### config.mk
export PLATFORM = sky130hd
export DESIGN_NAME = line_buffer_feeder
export DESIGN_NICKNAME = d
export VERILOG_FILES = /design/src/rtl/conv2d_pkg.sv /design/src/rtl/line_ram.sv /design/src/rtl/line_buffer_feeder.sv
export SDC_FILE = /design/constraint.sdc
export NUM_CORES = 2
export LEC_CHECK = 0
export CAP_MARGIN = 30
export CORE_MARGIN = 5
export CORE_UTILIZATION = 65
export CTS_BUF_LIST = sky130_fd_sc_hd__clkbuf_8
export DETAILED_ROUTE_END_ITERATION = 8
export PLACE_DENSITY = 0.87
export RECOVER_POWER = 50
export SYNTH_ARGS = -nofsm -noshare
export SYNTH_HDL_FRONTEND = slang
export SYNTH_HIERARCHICAL = 1
export SYNTH_SLANG_ARGS = --single-unit
### constraint.sdc
create_clock -name clk -period 4.1 [get_ports clk]
set_input_delay 0.82 -clock clk [delete_from_list [all_inputs] [get_ports clk]]
set_output_delay 0.82 -clock clk [all_outputs]
set_load 0.05 [all_outputs]
### src/rtl/conv2d_pkg.sv
// Shared types and default dimensions for the Conv2d input-side blocks.
package conv2d_pkg;

  localparam int DATA_WIDTH_DEF = 16;
  localparam int IMG_WIDTH_DEF  = 64;
  localparam int IMG_HEIGHT_DEF = 64;

  typedef enum logic [1:0] {
    IDLE  = 2'd0,
    RUN   = 2'd1,
    DRAIN = 2'd2
  } fsm_state_e;

endpackage

### src/rtl/line_ram.sv
// Single-clock line RAM: synchronous write, registered read, same-address read returns old data.
module line_ram #(
  parameter int DW    = 16,
  parameter int DEPTH = 64,
  parameter int AW    = $clog2(DEPTH)
) (
  input  logic          clk_i,
  input  logic          rst_n_i,
  input  logic          rd_en_i,
  input  logic [AW-1:0] rd_addr_i,
  output logic [DW-1:0] rd_data_o,
  input  logic          wr_en_i,
  input  logic [AW-1:0] wr_addr_i,
  input  logic [DW-1:0] wr_data_i
);

  logic [DW-1:0] mem_q [DEPTH];
  logic [DW-1:0] rd_data_q;

  // Storage is deliberately not reset; consumers mask stale rows.
  always_ff @(posedge clk_i) begin
    if (wr_en_i) mem_q[wr_addr_i] <= wr_data_i;
  end

  always_ff @(posedge clk_i or negedge rst_n_i) begin
    if (!rst_n_i)     rd_data_q <= '0;
    else if (rd_en_i) rd_data_q <= mem_q[rd_addr_i];
  end

  assign rd_data_o = rd_data_q;

endmodule

### src/rtl/line_buffer_feeder.sv
// Raster stream to 3-row column feeder for the 3x3 window register, with a two-row line buffer.
// state | meaning
// IDLE  | waiting for a start with a legal frame size
// RUN   | accepting pixels, one column strobe per transfer
// DRAIN | two cycles flushing the strobe / win_valid pipeline
module line_buffer_feeder
  import conv2d_pkg::*;
#(
  parameter  int DATA_WIDTH = DATA_WIDTH_DEF,
  parameter  int IMG_WIDTH  = IMG_WIDTH_DEF,
  parameter  int IMG_HEIGHT = IMG_HEIGHT_DEF,
  localparam int CW         = $clog2(IMG_WIDTH + 1),
  localparam int RW         = $clog2(IMG_HEIGHT + 1),
  localparam int AW         = $clog2(IMG_WIDTH)
) (
  input  logic                  clk,
  input  logic                  Rst_linebuf,
  input  logic                  start,
  input  logic [CW-1:0]         cfg_width,
  input  logic [RW-1:0]         cfg_height,
  input  logic [DATA_WIDTH-1:0] in_pixel,
  input  logic                  in_valid,
  output logic                  in_ready,
  output logic [DATA_WIDTH-1:0] out_row_n,
  output logic [DATA_WIDTH-1:0] out_row_n_1,
  output logic [DATA_WIDTH-1:0] out_row_n_2,
  output logic                  Wr_window,
  output logic                  Shift_window,
  output logic                  win_valid,
  output logic                  busy,
  output logic                  done
);

  fsm_state_e      state_q, state_d;
  logic [CW-1:0]   width_q, width_d;
  logic [RW-1:0]   height_q, height_d;
  logic [CW-1:0]   col_q, col_d;
  logic [RW-1:0]   row_q, row_d;
  logic            drain_q, drain_d;

  logic            xfer;
  logic            col_last;
  logic            row_last;
  logic            cfg_ok;

  logic            s1_wr_q;
  logic [DATA_WIDTH-1:0] s1_pix_q;
  logic            s1_mask1_q;
  logic            s1_mask2_q;
  logic            s1_win_q;
  logic            s1_last_q;
  logic [AW-1:0]   s1_col_q;
  logic            win_valid_q;
  logic            done_q;

  logic [DATA_WIDTH-1:0] ram_a_rd;
  logic [DATA_WIDTH-1:0] ram_b_rd;

  assign xfer     = in_valid & in_ready;
  assign col_last = (col_q == width_q - CW'(1));
  assign row_last = (row_q == height_q - RW'(1));
  assign cfg_ok   = (cfg_width  >= CW'(3)) && (cfg_width  <= CW'(IMG_WIDTH)) &&
                    (cfg_height >= RW'(3)) && (cfg_height <= RW'(IMG_HEIGHT));

  always_ff @(posedge clk or negedge Rst_linebuf) begin
    if (!Rst_linebuf) begin
      state_q  <= IDLE;
      width_q  <= '0;
      height_q <= '0;
      col_q    <= '0;
      row_q    <= '0;
      drain_q  <= 1'b0;
    end else begin
      state_q  <= state_d;
      width_q  <= width_d;
      height_q <= height_d;
      col_q    <= col_d;
      row_q    <= row_d;
      drain_q  <= drain_d;
    end
  end

  always_comb begin
    state_d  = state_q;
    width_d  = width_q;
    height_d = height_q;
    col_d    = col_q;
    row_d    = row_q;
    drain_d  = drain_q;
    unique case (state_q)
      IDLE: begin
        if (start && cfg_ok) begin
          state_d  = RUN;
          width_d  = cfg_width;
          height_d = cfg_height;
          col_d    = '0;
          row_d    = '0;
        end
      end
      RUN: begin
        if (xfer) begin
          if (col_last) begin
            col_d = '0;
            row_d = row_q + RW'(1);
            if (row_last) begin
              state_d = DRAIN;
              drain_d = 1'b1;
            end
          end else begin
            col_d = col_q + CW'(1);
          end
        end
      end
      DRAIN: begin
        if (drain_q == 1'b0) state_d = IDLE;
        else                 drain_d = drain_q - 1'b1;
      end
      default: state_d = IDLE;
    endcase
  end

  always_comb begin
    in_ready = (state_q == RUN);
    busy     = (state_q != IDLE);
  end

  // Stage 1 captures the column and its validity flags; stage 2 qualifies the window.
  always_ff @(posedge clk or negedge Rst_linebuf) begin
    if (!Rst_linebuf) begin
      s1_wr_q     <= 1'b0;
      s1_pix_q    <= '0;
      s1_mask1_q  <= 1'b0;
      s1_mask2_q  <= 1'b0;
      s1_win_q    <= 1'b0;
      s1_last_q   <= 1'b0;
      s1_col_q    <= '0;
      win_valid_q <= 1'b0;
      done_q      <= 1'b0;
    end else begin
      s1_wr_q <= xfer;
      if (xfer) begin
        s1_pix_q   <= in_pixel;
        s1_mask1_q <= (row_q != RW'(0));
        s1_mask2_q <= (row_q >= RW'(2));
        s1_win_q   <= (row_q >= RW'(2)) && (col_q >= CW'(2));
        s1_last_q  <= col_last && row_last;
        s1_col_q   <= col_q[AW-1:0];
      end
      win_valid_q <= s1_wr_q & s1_win_q;
      done_q      <= s1_wr_q & s1_last_q;
    end
  end

  line_ram #(.DW(DATA_WIDTH), .DEPTH(IMG_WIDTH), .AW(AW)) u_ram_a (
    .clk_i     (clk),
    .rst_n_i   (Rst_linebuf),
    .rd_en_i   (xfer),
    .rd_addr_i (col_q[AW-1:0]),
    .rd_data_o (ram_a_rd),
    .wr_en_i   (xfer),
    .wr_addr_i (col_q[AW-1:0]),
    .wr_data_i (in_pixel)
  );

  // ramB takes ramA's old word one cycle late; the next transfer always hits another column.
  line_ram #(.DW(DATA_WIDTH), .DEPTH(IMG_WIDTH), .AW(AW)) u_ram_b (
    .clk_i     (clk),
    .rst_n_i   (Rst_linebuf),
    .rd_en_i   (xfer),
    .rd_addr_i (col_q[AW-1:0]),
    .rd_data_o (ram_b_rd),
    .wr_en_i   (s1_wr_q),
    .wr_addr_i (s1_col_q),
    .wr_data_i (ram_a_rd)
  );

  assign out_row_n    = s1_pix_q;
  assign out_row_n_1  = s1_mask1_q ? ram_a_rd : '0;
  assign out_row_n_2  = s1_mask2_q ? ram_b_rd : '0;
  assign Wr_window    = s1_wr_q;
  assign Shift_window = s1_wr_q;
  assign win_valid    = win_valid_q;
  assign done         = done_q;

endmodule

# After elaboration in Yosys (flattened, before gate mapping)
# Memories as Yosys holds them, arrays and structs flattened. A register that Yosys moved wholly into a read port is not among the register bits.
# Cells that the tools add are included.
classes:
  muxes: 24
  add_sub_neg: 5
  n_eq_ne: 9
  n_bitwise: 3
  reduce_logical: 18
  n_lt_le_gt_ge: 6
op_table:
  columns: ["cell", "n"]
  rows:
  - ["7-bit 2-to-1 mux", 5]
  - ["16-bit 2-to-1 mux", 2]
  - ["7-bit by 2-bit greater-or-equal comparator with 1-bit output, second input constant", 4]
  - ["7-bit case mux with 2 select lines", 2]
  - ["7-bit by 1-bit adder with 7-bit output, second input constant", 2]
  - ["7-bit == test", 2]
  - ["7-bit <= comparator, second input constant", 2]
  - ["7-bit by 1-bit subtractor with 7-bit output, second input constant", 2]
  - ["2-bit 2-to-1 mux", 5]
  - ["1-bit 2-to-1 mux", 8]
  - ["4-bit AND reduction", 2]
  - ["7-bit nonzero test", 1]
  - ["1-bit logical AND", 6]
  - ["2-bit by 1-bit != test with 1-bit output, second input constant", 3]
  - ["2-bit case mux with 3 select lines", 1]
  - ["2-bit nonzero test", 3]
  - ["5-bit AND reduction", 1]
  - ["2-bit != test, second input constant", 2]
  - ["1-bit AND", 3]
  - ["3-bit AND reduction", 1]
  - ["2-bit by 1-bit == test with 1-bit output, second input constant", 1]
  - ["2-bit == test, second input constant", 1]
  - ["1-bit logical NOT", 2]
  - ["2-bit logical NOT", 1]
  - ["other kinds (3)", 3]
totals:
  output_inout_bits: 54
  input_bits: 34
  elab_cells: 82
  ram_bits: 2048
  register_bits: 60
  n_memories: 2
memory_table:
  columns: ["memory", "depth", "word_bits", "rd", "rd_clocked_by_memory_dff", "wr", "line", "text"]
  rows:
  - ["u_ram_a.mem_q", 64, 16, 1, 1, 1, "line_ram.sv:17", "logic [DW-1:0] mem_q [DEPTH];"]
  - ["u_ram_b.mem_q", 64, 16, 1, 1, 1, "line_ram.sv:17", null]

# Longest topological paths before layout
depth:
  ltp_word: 7
  depth_mapped: 12

# Hierarchy
# Netlist, hierarchy kept.
by_module_without_submodules:
  columns: ["module", "n_inst", "cells_each", "seq_area_each_um2", "area_per_inst_um2"]
  rows:
  - ["line_ram", 2, 1897, 31149.9, 39925.8]
  - ["line_buffer_feeder", 1, 367, 1501.4, 3170.5]

# Worst setup path before layout
# No wires, ideal clock.
synth_timing:
  path_type: "flip-flop to flip-flop"
  startpoint: "register state_q[1]"
  endpoint: "memory u_ram_a.mem_q[48][0], enable pin"
  path_stages_with_launch: 10
  period_less_slack_ns: 4.067
  slack_ns: 0.033
  t_arrival_ns: 3.658
  n_path_buf: 1
  required_time_ns: 3.691
  cell_sequence: "dfrtp_1 > inv_1 > nand2_1 > inv_1 > nand2_1 > clkinv_1 > clkbuf_1 > nand3_1 > or3_1 > nor3_1"
synth_via:
  elab_chain_len: 4
synth_lines:
  columns: ["item", "line", "text"]
  rows:
  - ["start, declared", "line_buffer_feeder.sv:34", "fsm_state_e state_q, state_d;"]
  - ["start signal, assigned", "line_buffer_feeder.sv:74", "state_q <= state_d;"]
  - ["2-bit by 1-bit == test with 1-bit output", "line_buffer_feeder.sv:123", "in_ready = (state_q == RUN);"]
  - ["net in_ready", "line_buffer_feeder.sv:23", "output logic in_ready,"]
  - ["1-bit AND", "line_buffer_feeder.sv:59", "assign xfer = in_valid & in_ready;"]
  - ["net xfer", "line_buffer_feeder.sv:41", "logic xfer;"]
  - ["1-bit 2-to-1 mux", "line_ram.sv:22", "if (wr_en_i) mem_q[wr_addr_i] <= wr_data_i;"]
  - ["1-bit 2-to-1 mux (implied by the code)", "line_ram.sv:22", null]
  - ["end, declared", "line_ram.sv:17", null]
# The timed path passes the listed nets, and every way through them passes these cells.

==> metrics.txt <==
VDD IR-drop max 0.000668 V; outcome finished with violations; Max Freq 0.258 GHz; mux contribution to synthesized area 14.4%; largest net degree at the start of global routing 81; H-tree levels 5; Tot Pwr 58.1 mW; fin crit period 3.87 ns; Final WS setup 0.229 ns; CTS tree done; CTS root buf clkbuf_8; CTS max path bufs 4; vias in the first global route 46500; most frequent cells in the layout edfxtp_1 (2048), mux4_2 (384), clkbuf_8 (348); Async SR Flop Fraction 4.30%; area of the multi-input gates 18000 sq um; number of remaining DRC errors 0; max cap viols 39; area share of fa/ha/maj cells after synthesis 0.105%; unrepaired setup endpoints after global routing no; number of fillers in the final layout 6457; Synth area leaders edfxtp_1 (74%), mux4_2 (10%), dfrtp_1 (2.8%); Routed WL 220000 um; Final #Nets 4660; pre-CTS setup slack 0.530 ns; Primary FF master, synth edfxtp_1; Critical Path Fanout Max 65; FP Rows 131; layout cells sized above 1 23.8%; crit start category flop; largest family of logic cells by synthesized area multiplexers; Clock Pin Slew Worst Setup and Hold Paths 0.06 ns; Die ar. 135000 sq um; failing checks max-capacitance violations, max-slew violations; TritonCTS Buffers 338; crit end category flop; Yosys top cell by area edfxtp_1; pwr/cell area 626 nW/um^2; post-cts repair resize count 0; dpl hpwl 127000 um; library cells used by synthesis 61; Layout Skew 0.0934 ns; simple-gate area share of the yosys netlist 3.56%; HP Class in -> reg; vias per cell 7.17; synthesized area 83000 sq um; I/O pin count 88; Iter 0 DRT Violations 8144; Worst Path Arrival 4.79 ns; compound-cell area share of the yosys netlist 3.32%; Worst-Skew Late Latency 1.01 ns; PortBufs 87; critical path class reg -> reg; xor and xnor fraction of the mapped netlist area 0.211%; Die Ht 367 um; Setup violations, final 0; Final period util 94.4%; most common cell after layout, fill and taps aside edfxtp_1; Seq/Total Area, Yosys 76.8%; Seq. cell area 63800 sq um; Synth Register Bits 2140; CP required 5.02 ns; Detail Route Antenna Nets 0; Syn Nets 4202; post-synth top area share 74.1%; reg2reg setup slack 0.23 ns; Yosys warning total 6; global-route wire length before repair 318000 um; P&R area growth vs syn 11.8%; setup_tns 0 ns; leakage 30.2 nW; Placer Congestion 1.01; Slew Limit Fails 1994; GRT overflow 0; Worst slew margin -161%; CTS sink cnt 2140; first-pass iteration count of the detailed router 6; Post-synth EDFFs 2048; WL/cell 33.7 um; initial antenna violation count 10; post-synthesis area per instance 20.0 sq um; Initial Util 65.3%; Via Count 46800; cell count after synthesis 4161; GRT Total Usage 32.6%; die width 367 um; core footprint 127000 sq um; slew at the pin closest to its max-slew limit 3.92 ns; Hold Violations, Final 0
stage by stage:
step / cells / hold WS, ns / util, % / area (sq um)
floorplan: 4161 / 0.440 / - / 83000
global placement: 5931 / 0.460 / 68.3 / 86900
detailed placement: 5937 / 0.471 / 68.4 / 87000
CTS: 6516 / 0.0688 / 73.1 / 93000
global route: 6522 / 0.113 / 73.0 / 92800
finish: 6527 / 0.131 / 73.0 / 92800
path summary, 6_finish.rpt:
check,from,endpoint,cells after the start
max,u_ram_a/rd_data_o[10],u_ram_a/rd_data_o[10],6
min,in_pixel[4],u_ram_a/mem_q[36][4],1
max reg2reg,u_ram_a/rd_data_o[10],u_ram_a/rd_data_o[10],6
min reg2reg,s1_last_q,s1_last_q,2
max in group asynchronous,Rst_linebuf,u_ram_a/rd_data_o[4],4
min in group asynchronous,Rst_linebuf,u_ram_b/rd_data_o[0],2
report_power, final:
part	internal, mW	switching (mW)
logic	5.37	9.22
registers	26.0	0.904
clock network	8.36	8.16
critical path: stages (launching register included):
cell and delay (ns):
dfrtp_1 0.48, clkbuf_1 2.51, nor2b_1 0.36, nor3_1 0.09, nand3_1 0.10, o22ai_1 0.12, nand2_1 0.12
state kept, by name, summed over array words and instances (netlist names):
signal,cells
u_ram_a/mem_q,1024
u_ram_b/mem_q,1024
out_row_n,16
u_ram_a/rd_data_o,16
u_ram_b/rd_data_o,16
col_q,7
height_q,7
row_q,7
width_q,7
s1_col_q,6
state_q,2
Shift_window,1
done,1
drain_q,1
s1_last_q,1
s1_mask1_q,1
s1_mask2_q,1
s1_win_q,1
win_valid,1
timing repair:
| action | CTS | global route |
|---|---|---|
| hold buffers | 1 | 0 |
| endpoints found under the hold margin | 11 | 0 |
| buffers inserted | 0 | 0 |
| endpoints found under the setup margin | 0 | 0 |
synthesized netlist by cell type (13+ instances only):
cell type,count
edfxtp_1,2048
mux4_2,384
mux2i_1,226
nand2_1,190
nor2_1,181
a22oi_1,158
o22ai_1,128
clkbuf_1,112
a21oi_1,102
dfrtp_1,92
mux2_2,92
buf_2,72
nand3_1,58
nor2b_1,46
nor3_1,43
and2_1,36
buf_6,33
o21ai_0,17
nand2b_1,14
inv_1,13
xnor2_1,13
final cells by class:
class                           count  share of cell area [%]
Timing Repair Buffer              344                    3.06
Clock inverter                    230                    1.27
Tap cell                         1662                    2.24
Clock buffer                      348                    5.16
Inverter                           14                  0.0566
Sequential cell                  2140                    68.8
Antenna cell                        8                  0.0216
Multi-Input combinational cell   1781                    19.4
routing by layer:
metal  up-vias  track usage [%]  routed length (um)
met2      4652             50.1              103000
met3       927             9.55               32300
li1      18000                -                   -
met5         -                0                  29
met4         4             15.8               13300
met1     23200             43.8               71500
cell families after synthesis:
kind of cell / after synthesis
AND/OR/NAND/NOR: 622
XOR/XNOR: 20
AO/OA/AOI/OAI: 426
multiplexers: 706
flip-flops: 2140
buffers and inverters: 240
adder cells (fa/ha/maj): 7
Power figures use the tool's default switching activity.
